$ cat src/rtl/jericalla_seq.sv
// jericalla_seq -- instruction sequencer for the Jericalla ROM/ALU/RAM datapath.
//
// Instruction words enter a small FIFO through a valid/ready handshake. Each
// word is executed as a compute cycle (EXEC, RAM write enable forced low)
// followed by a write cycle (WRITE, word driven as-is), so the RAM write
// enable is a clean one-cycle pulse. The zero flag is captured in EXEC, the
// RAM readback in WRITE, and every completed word bumps exec_count.
//
// Optional feature: define JERICALLA_SEQ_ZF_HALT_EN to stop the sequencer in a
// HALT state after any instruction whose zero flag was set; i_clear_halt
// resumes. Without the macro there is no HALT state and o_halted is 0.
//
// Ports:
//   clk, rst_n        clock (rising edge), asynchronous active-low reset
//   i_in_valid        i_in_instr holds a word to enqueue
//   o_in_ready        queue not full (registered)
//   i_in_instr[16:0]  {ram_addr, alu_sel, rom_addr2, rom_addr1, wen}
//   o_dp_instr[16:0]  registered instruction bus to the datapath
//   i_dp_zf           datapath zero flag for o_dp_instr
//   i_dp_data[31:0]   datapath RAM readback for o_dp_instr
//   o_done            one-cycle pulse: o_result / o_result_zf updated
//   o_result[31:0]    RAM readback of the last completed instruction
//   o_result_zf       zero flag of the last completed instruction
//   o_busy            FSM not idle or queue not empty
//   o_exec_count      completed instruction count (wraps)
//   o_halted          stopped on a zero result (halt feature only)
//   i_clear_halt      pulse to leave the halted state
module jericalla_seq #(
  parameter int DEPTH = 4,
  parameter int CNT_W = 16
) (
  input  logic             clk,
  input  logic             rst_n,
  input  logic             i_in_valid,
  output logic             o_in_ready,
  input  logic [16:0]      i_in_instr,
  output logic [16:0]      o_dp_instr,
  input  logic             i_dp_zf,
  input  logic [31:0]      i_dp_data,
  output logic             o_done,
  output logic [31:0]      o_result,
  output logic             o_result_zf,
  output logic             o_busy,
  output logic [CNT_W-1:0] o_exec_count,
  output logic             o_halted,
  input  logic             i_clear_halt
);

  localparam int PW = $clog2(DEPTH);
  localparam int CW = $clog2(DEPTH) + 1;
  localparam logic [CW-1:0] FULL_CNT = CW'(DEPTH);

  typedef enum logic [1:0] {
    S_IDLE  = 2'd0,
    S_EXEC  = 2'd1,
`ifdef JERICALLA_SEQ_ZF_HALT_EN
    S_WRITE = 2'd2,
    S_HALT  = 2'd3
`else
    S_WRITE = 2'd2
`endif
  } state_t;

  // ---------------- instruction queue ----------------
  logic [16:0]   r_mem [DEPTH];
  logic [PW-1:0] r_wr_ptr;
  logic [PW-1:0] r_rd_ptr;
  logic [CW-1:0] r_count;
  logic [CW-1:0] w_count_next;
  logic          r_in_ready;
  logic          w_push;
  logic          w_pop;
  logic          w_empty;
  logic [16:0]   w_head;

  assign w_empty = (r_count == '0);
  assign w_push  = i_in_valid && r_in_ready;
  assign w_head  = r_mem[r_rd_ptr];

  always_comb begin
    w_count_next = r_count;
    if (w_push && !w_pop) begin
      w_count_next = r_count + 1'b1;
    end else if (!w_push && w_pop) begin
      w_count_next = r_count - 1'b1;
    end
  end

  // Storage needs no reset: the pointers/count define what is valid.
  always_ff @(posedge clk) begin
    if (w_push) begin
      r_mem[r_wr_ptr] <= i_in_instr;
    end
  end

  always_ff @(posedge clk or negedge rst_n) begin
    if (!rst_n) begin
      r_wr_ptr   <= '0;
      r_rd_ptr   <= '0;
      r_count    <= '0;
      r_in_ready <= 1'b1;
    end else begin
      if (w_push) r_wr_ptr <= r_wr_ptr + 1'b1;
      if (w_pop)  r_rd_ptr <= r_rd_ptr + 1'b1;
      r_count <= w_count_next;
      // Registered from the next count so ready is already low in the first
      // full cycle; a push into a full queue can never be accepted.
      r_in_ready <= (w_count_next != FULL_CNT);
    end
  end

  // ---------------- sequencer FSM ----------------
  state_t      r_state;
  state_t      w_state_next;
  logic [16:0] r_cur;
  logic [16:0] w_cur_next;
  logic [16:0] r_dp_instr;
  logic [16:0] w_dp_next;
  logic        r_zf_q;
  logic        r_done;
  logic [31:0] r_result;
  logic        r_result_zf;
  logic [CNT_W-1:0] r_exec_count;

  always_comb begin
    w_state_next = r_state;
    w_pop        = 1'b0;
    case (r_state)
      S_IDLE: begin
        if (!w_empty) begin
          w_pop        = 1'b1;
          w_state_next = S_EXEC;
        end
      end
      S_EXEC: begin
        w_state_next = S_WRITE;
      end
      S_WRITE: begin
`ifdef JERICALLA_SEQ_ZF_HALT_EN
        if (r_zf_q) begin
          w_state_next = S_HALT;
        end else
`endif
        if (!w_empty) begin
          // Chain straight into the next EXEC: no idle bubble.
          w_pop        = 1'b1;
          w_state_next = S_EXEC;
        end else begin
          w_state_next = S_IDLE;
        end
      end
`ifdef JERICALLA_SEQ_ZF_HALT_EN
      S_HALT: begin
        if (i_clear_halt) w_state_next = S_IDLE;
      end
`endif
      default: begin
        w_state_next = S_IDLE;
      end
    endcase
  end

  // dp_instr is a register, so its next value is chosen from the next state.
  always_comb begin
    w_cur_next = w_pop ? w_head : r_cur;
    w_dp_next  = '0;
    case (w_state_next)
      S_EXEC:  w_dp_next = {w_cur_next[16:1], 1'b0};
      S_WRITE: w_dp_next = w_cur_next;
      default: w_dp_next = '0;
    endcase
  end

  always_ff @(posedge clk or negedge rst_n) begin
    if (!rst_n) begin
      r_state      <= S_IDLE;
      r_cur        <= '0;
      r_dp_instr   <= '0;
      r_zf_q       <= 1'b0;
      r_done       <= 1'b0;
      r_result     <= '0;
      r_result_zf  <= 1'b0;
      r_exec_count <= '0;
    end else begin
      r_state    <= w_state_next;
      r_cur      <= w_cur_next;
      r_dp_instr <= w_dp_next;
      r_done     <= (r_state == S_WRITE);
      if (r_state == S_EXEC) begin
        r_zf_q <= i_dp_zf;
      end
      if (r_state == S_WRITE) begin
        r_result     <= i_dp_data;
        r_result_zf  <= r_zf_q;
        r_exec_count <= r_exec_count + 1'b1;
      end
    end
  end

  assign o_in_ready   = r_in_ready;
  assign o_dp_instr   = r_dp_instr;
  assign o_done       = r_done;
  assign o_result     = r_result;
  assign o_result_zf  = r_result_zf;
  assign o_exec_count = r_exec_count;
  assign o_busy       = (r_state != S_IDLE) || !w_empty;

`ifdef JERICALLA_SEQ_ZF_HALT_EN
  assign o_halted = (r_state == S_HALT);
`else
  logic w_unused_clear_halt;
  assign w_unused_clear_halt = i_clear_halt;
  assign o_halted = 1'b0;
`endif

endmodule

$ cat config.mk
export PLATFORM = sky130hd
export DESIGN_NAME = jericalla_seq
export DESIGN_NICKNAME = d
export VERILOG_FILES = /design/src/rtl/jericalla_seq.sv
export SDC_FILE = /design/constraint.sdc
export NUM_CORES = 1
export LEC_CHECK = 0
export ABC_AREA = 1
export CAP_MARGIN = 40
export CORE_ASPECT_RATIO = 1.75
export CORE_MARGIN = 5
export CORE_UTILIZATION = 40
export DETAILED_ROUTE_END_ITERATION = 10
export PLACE_DENSITY = 0.71
export SLEW_MARGIN = 15
export SYNTH_ARGS = -nofsm -noshare
export SYNTH_HDL_FRONTEND = slang
export SYNTH_SLANG_ARGS = --single-unit
$ cat constraint.sdc
create_clock -name clk -period 3.4 [get_ports clk]
set_clock_uncertainty 0.2 [all_clocks]
set_input_delay 0.34 -clock clk [delete_from_list [all_inputs] [get_ports clk]]
set_output_delay 0.34 -clock clk [all_outputs]
set_load 0.05 [all_outputs]
==> qor.log <==
qor: floorplanning.placement_rows 61
qor: timing.report.final.slew_viol_count 0
qor: timing.final_hold_viol_count 0
qor: timing.grt_setup_unrepaired false
qor: cts.cts_buffer_depth 2
qor: timing.period_needed 2.55 ns
qor: grt.globalRouteOverflowTotal 0
qor: drt.post_drt_via_cell_ratio 4.84
qor: critical_path.reg2regPathDepth 8
qor: critical_path.r2r_start r_state[0]
qor: power_and_ir_drop.p_leak 3.64 nW
qor: grt.maximum_number_of_pins_on_one_net_before_global_route_repair 60
qor: timing.max_slew_margin 49.1%
qor: logic_synthesis.simple_gate_share_of_the_synthesized_area 16.9%
qor: timing.setup_total_negative_slack 0 ns
qor: critical_path.critical_path.endpoint_type output pin
qor: drt.num_vias 4375
qor: cts.cts.sinks 163
qor: critical_path.criticalPathCategory flip-flop to output pin
qor: cts.cts.root.buffer_cell sky130_fd_sc_hd__clkbuf_16
qor: logic_synthesis.synth_compound_gate_area_share 6.22%
qor: logic_synthesis.synth.ff_latch_count 163
qor: timing.fin_ws 0.848 ns
qor: placement.placement.io_buffers 121
qor: grt.grt.total_usage 15.0%
qor: grt.wire_length_of_the_first_global_routing_pass 22200 um
qor: critical_path.critical_path.reg2reg.endpoint o_exec_count[15]
qor: floorplanning.die_w 105 um
qor: floorplanning.initial_utilization 40.4%
qor: cts.tritoncts.num_buffers 17
qor: critical_path.worstPathRequired 2.86 ns
qor: logic_synthesis.synthXorXnorAreaFrac 2.06%
qor: timing.setup-violations-final 0
qor: grt.first_global_vias 4483
qor: cts.cts_tree done
qor: drt.route.antenna.remaining_nets 0
qor: placement.placedInstanceArea 7770 sq um
qor: cts.cts.repair.resized 0
qor: drt.drc_errors 0
qor: floorplanning.core-area 15800 sq um
qor: placement.dp_wirelength 9670 um
qor: logic_synthesis.synth.largest_area_cell sky130_fd_sc_hd__dfrtp_1
qor: placement.pre_cts_ws 1.21 ns
qor: status.status finished, final reports clean
qor: cts.clk_pin_slew_worst_paths 0.07 ns
qor: drt.routed_wirelength 13500 um
qor: critical_path.timing.critical_path.fanout_max 3
qor: critical_path.crit_end o_busy
qor: critical_path.cp-start-kind flip-flop
qor: timing.max_slew.worst_pin.slew 0.761 ns
qor: floorplanning.io_pins 124
qor: logic_synthesis.post_synth_instance_area 6380 sq um
qor: power_and_ir_drop.ir_drop 361 uV
qor: drt.detail_route.iter0.violations 222
qor: critical_path.worst_ep_arrival_time 2.01 ns
qor: grt.antenna_found_initial 0
qor: layout.layout.nets 763
qor: logic_synthesis.synth.top_cell.area_share 36.9%
qor: logic_synthesis.netlist-cell-type-count 31
qor: power_and_ir_drop.power.density_cell_area 1020 nW/um^2
qor: timing.final_critical_path_share_of_the_clock_period 75.1%
qor: layout.area.growth.synth_to_final 30.9%
qor: logic_synthesis.synth_fa_ha_area_share 1.57%
qor: floorplanning.design.die.area 18700 sq um
qor: floorplanning.fp.dieH 177 um
qor: drt.wl_per_cell 15.0 um
qor: cts.cts-htree-levels 4
qor: critical_path.worstSetupStartpoint r_count[0]
qor: layout.final_cell_count_no_fill 903
qor: logic_synthesis.multiplexer_fraction_of_the_synthesized_cell_area 0%
qor: placement.placer_congestion 0.757
qor: logic_synthesis.synth.yosys.seq_area_share 69.3%
qor: logic_synthesis.total_nets_after_synthesis 636
qor: critical_path.reg2reg_setup_slack 1.21 ns
qor: logic_synthesis.yosys-top-cells-area sky130_fd_sc_hd__dfrtp_1 37%, sky130_fd_sc_hd__edfxtp_1 32%, sky130_fd_sc_hd__nand2_1 13%
qor: logic_synthesis.ys_warns 0
qor: layout.drive_above_1_share 8.12%
qor: timing.max_clock_freq 392 MHz
qor: logic_synthesis.number_of_instances_in_the_synthesized_netlist 574
qor: layout.diodes 0
qor: worst_hold_path.worst_hold_path_type input port to async pin
qor: cts.clock_insertion_delay_worst_skew 0.41 ns
qor: layout.postLayoutCellArea 8350 sq um
qor: logic_synthesis.synth.avg_cell_area 11.1 sq um
qor: job.cap_viol_max_count 0
qor: logic_synthesis.main_combinational_cell_family_by_area_after_synthesis simple AND/OR/NAND/NOR gates
qor: placement.placedCellCount 870
qor: drt.pre_repair_dr_iteration_count 5
==> critical path: stages, from the launching register on <==
cell and delay, ns:
sky130_fd_sc_hd__dfrtp_1 0.38, sky130_fd_sc_hd__inv_1 0.09, sky130_fd_sc_hd__ha_1 0.21, sky130_fd_sc_hd__nand4_1 0.09, sky130_fd_sc_hd__clkdlybuf4s50_1 0.83
==> worst min path at each step <==
stage                     cells after the start               to       from
after floorplan                               0           o_done      rst_n
after global placement                        2        r_cur[16]  r_cur[16]
after detailed placement                      1     o_result[23]      rst_n
after CTS                                     2     o_result[23]      rst_n
after global routing                          2  o_exec_count[6]      rst_n
final                                         2  o_exec_count[6]      rst_n
==> state kept, by name, summed over array words and instances (netlist names), 2 cells and up <==
name	count
r_count	3
o_dp_instr	17
r_cur	17
r_state	2
r_wr_ptr	2
r_rd_ptr	2
o_result	32
o_exec_count	16
r_mem	68
==> layer usage <==
layer	GRT usage, %	part of all wire [%]
met5	0	0
met4	5.58	1.7
met3	3.80	5.7
met2	27.7	54
met1	16.4	38
==> placed cells by master (no fill, tap or decap), types with 2 or more instances in the layout <==
cell type                         instances
sky130_fd_sc_hd__nand2_1                218
sky130_fd_sc_hd__clkdlybuf4s50_1        120
sky130_fd_sc_hd__dfrtp_1                 94
sky130_fd_sc_hd__edfxtp_1                68
sky130_fd_sc_hd__a21oi_1                 30
sky130_fd_sc_hd__inv_1                   25
sky130_fd_sc_hd__nor2_1                  20
sky130_fd_sc_hd__clkbuf_16               17
sky130_fd_sc_hd__a22oi_1                 15
sky130_fd_sc_hd__o21ai_1                 13
sky130_fd_sc_hd__o21ai_0                 11
sky130_fd_sc_hd__nand3_1                 10
sky130_fd_sc_hd__xnor2_1                  9
sky130_fd_sc_hd__buf_4                    9
sky130_fd_sc_hd__ha_1                     8
sky130_fd_sc_hd__inv_6                    7
sky130_fd_sc_hd__xor2_1                   6
sky130_fd_sc_hd__inv_2                    5
sky130_fd_sc_hd__nor2_4                   3
sky130_fd_sc_hd__nand3_2                  3
sky130_fd_sc_hd__nand2_2                  2
sky130_fd_sc_hd__nor3_1                   2
sky130_fd_sc_hd__inv_8                    2
sky130_fd_sc_hd__clkinv_4                 2
==> synthesized netlist by cell type <==
cell type	count
sky130_fd_sc_hd__a21oi_1	30
sky130_fd_sc_hd__a22oi_1	15
sky130_fd_sc_hd__buf_1	3
sky130_fd_sc_hd__buf_2	13
sky130_fd_sc_hd__buf_4	4
sky130_fd_sc_hd__buf_6	3
sky130_fd_sc_hd__conb_1	1
sky130_fd_sc_hd__dfrtp_1	94
sky130_fd_sc_hd__dfstp_2	1
sky130_fd_sc_hd__edfxtp_1	68
sky130_fd_sc_hd__ha_1	8
sky130_fd_sc_hd__inv_1	25
sky130_fd_sc_hd__inv_2	5
sky130_fd_sc_hd__nand2_1	218
sky130_fd_sc_hd__nand2_2	2
sky130_fd_sc_hd__nand3_1	10
sky130_fd_sc_hd__nand3_2	3
sky130_fd_sc_hd__nand3b_1	1
sky130_fd_sc_hd__nand4_1	1
sky130_fd_sc_hd__nor2_1	20
sky130_fd_sc_hd__nor2_2	1
sky130_fd_sc_hd__nor2_4	3
sky130_fd_sc_hd__nor2_8	1
sky130_fd_sc_hd__nor3_1	2
sky130_fd_sc_hd__o211ai_1	1
sky130_fd_sc_hd__o21ai_0	11
sky130_fd_sc_hd__o21ai_1	13
sky130_fd_sc_hd__o22ai_1	1
sky130_fd_sc_hd__or2_2	1
sky130_fd_sc_hd__xnor2_1	9
sky130_fd_sc_hd__xor2_1	6
==> cell families after synthesis <==
| family | after synthesis |
|---|---|
| AO/OA/AOI/OAI | 71 |
| XOR/XNOR | 15 |
| adder cells (fa/ha/maj) | 8 |
| buffers and inverters | 53 |
| flip-flops | 163 |
| other | 1 |
| AND/OR/NAND/NOR | 263 |
==> layout make-up <==
cell class	count	area (sq um)
timing repair buffer	131	1310
fill	1356	7440
tap	189	236
clock inverter	14	141
sequential	163	4420
clock buffer	18	429
multi-input combinational	358	1710
inverter	30	113
==> power breakdown <==
| part | leakage (nW) | total [mW] | switching [mW] | internal (mW) |
|---|---|---|---|---|
| Clock | 0.281 | 1.82 | 0.790 | 1.03 |
| Combinational | 1.55 | 3.68 | 2.55 | 1.13 |
| Sequential | 1.81 | 2.99 | 0.279 | 2.71 |
| Total | 3.64 | 8.50 | 3.62 | 4.88 |
==> what timing repair did <==
item	CTS	global route
setup buffers	0	0
hold buffers	1	0
hold endpoints to repair	70	0
==> through the flow <==
| stage | power, mW | hold WS (ns) | utilization (%) |
|---|---|---|---|
| after floorplan | 5.58 | -0.156 | - |
| after global placement | 6.59 | 0.253 | 49.0 |
| after detailed placement | 6.73 | 0.00721 | 49.2 |
| after CTS | 8.59 | 0.104 | 52.9 |
| after global routing | 9.00 | 0.125 | 52.9 |
| final | 8.50 | 0.135 | 52.9 |
Note: power is estimated with default switching activity, not from simulation.
==> RTL edit (same flow settings) <==
The 3 states of `state_t` get a one-hot encoding in 3 bits.
--- a/src/rtl/jericalla_seq.sv
+++ b/src/rtl/jericalla_seq.sv
@@ -52,5 +52,5 @@
 
-  typedef enum logic [1:0] {
-    S_IDLE  = 2'd0,
-    S_EXEC  = 2'd1,
+  typedef enum logic [2:0] {
+    S_IDLE  = 3'b001,
+    S_EXEC  = 3'b010,
 `ifdef JERICALLA_SEQ_ZF_HALT_EN
@@ -59,3 +59,3 @@
 `else
-    S_WRITE = 2'd2
+    S_WRITE = 3'b100
 `endif
Behaviour: no difference found for any inputs over 10 cycles, from zero or initial values and one cycle with rst_n low; not proved beyond that.
==> RTL edit against the original RTL <==
- design area increased by 3.0%
- wire length up 0.74%
- non-clock buffer count rose by 3
- critical endpoint is now o_exec_count[10]
- largest cell class unchanged
- power is 3.1% higher
- sequential cell count up 1
- synthesized cell count up 2.8%
- count of clock-buffer cells in the layout is 1 lower
- sequential power hardly changed
- synthesized area increased by 2.4%
- fmax decreased by 1.6%
- setup slack got worse by 40 ps
==> RTL edit: results (changes against the original RTL) <==
- Status: completed
- Fin Hold WS: 141 ps (+5.70 ps)
- Largest net degree at the start of global routing: 54 (-10%)
- Worst reg2reg setup slack: 810 ps (-400 ps)
- Worst path slowest cell: dfstp_2
- Vias in the first global route: 4,699 (+4.8%)
- Synth Instances: 590 (+2.8%)
- Slew @ Worst Pin: 551 ps (-210 ps)
- VDD IR max: 0.342 mV (-5.4%)
- Asr flop ratio synth: 58.5% (+0.25 points)
- WP data arrival: 2680 ps (+670 ps)
- Post-layout nets: 781 (+2.4%)
- CP peak stage delay: 590 ps (-240 ps)
- Share of cells above drive strength 1: 11.9% (+3.8 points)
- Leak: 3.68 nW (+0.96%)
- Pre-antenna DRT Iters: 4 (-1)
- Max reg flops: 68 (unchanged)
- Fill cells: 1,339 (-1.3%)
- Post-Synth XOR/XNOR Area: 2.01% (-0.048 points)
- Commonest cells in the synthesized netlist: 139 x nand2_1, 94 x dfrtp_1, 79 x nor2_1
- Post-synthesis sequential area ratio: 68.1% (-1.2 points)
- Dpl hpwl: 9.75 mm (+0.81%)
- Post-Synthesis Net Count: 652 (+2.5%)
- Post-Place Cells: 888 (+2.1%)
- Wirelength per Cell: 14.8 um (-1.2%)
RTL edit: cell count changes after synthesis, moves of 5 or more:
cell	delta
o21ai_0	+44
o21ai_1	-13
clkbuf_1	+10
inv_1	+5
a21oi_1	-29
or2_1	+15
buf_2	-6
o21ai_2	+15
a22oi_1	-15
inv_2	+5
nor2_1	+59
nand2_1	-79
RTL edit: power by group:
part           switching [W]  internal [W]
sequential          0.000273       0.00273
clock               0.000830       0.00112
combinational        0.00257       0.00124
total                0.00368       0.00508
RTL edit: routing by layer:
layer	wire (um)	part of all wire, %	global-route usage [%]
met5	0	0	0
met1	5290	39	16.6
met4	225	1.6	5.60
met2	7340	54	27.7
met3	778	5.7	3.82
RTL edit: per-stage QoR:
stage	setup WS (ps)	cell area (um2)
2_1_floorplan	1140	6530
3_3_place_gp	885	7910
3_5_place_dp	784	7980
4_1_cts	766	8600
5_1_grt	625	8600
6_report	807	8600
RTL edit: final cells by class:
type | count | area share (%)
clock inverters | 15 | 2.21
inverters | 41 | 1.80
clock buffers | 17 | 4.95
well taps | 189 | 2.75
flip-flops and latches | 164 | 51.7
repair buffers | 134 | 15.8
multi-input cells | 361 | 20.8
RTL edit: worst reg2reg max path, stage by stage (launching register included):
cell and delay, ps:
dfstp_2 590, nor2_2 60, nand2_2 70, buf_4 390, clkinv_2 520, nand2_2 280
nor2_4 60, nand2_2 100, nor2_4 60, xor2_1 140
RTL edit: final timing paths:
check,startpoint,endpoint,depth (start not counted)
min,rst_n,o_result[10],2
min reg2reg,o_result[28],o_result[28],2
max in group asynchronous,rst_n,o_exec_count[11],4
min in group clk,i_dp_data[20],o_result[20],3
max,r_state[0],o_exec_count[10],9
max reg2reg,r_state[0],o_exec_count[10],9
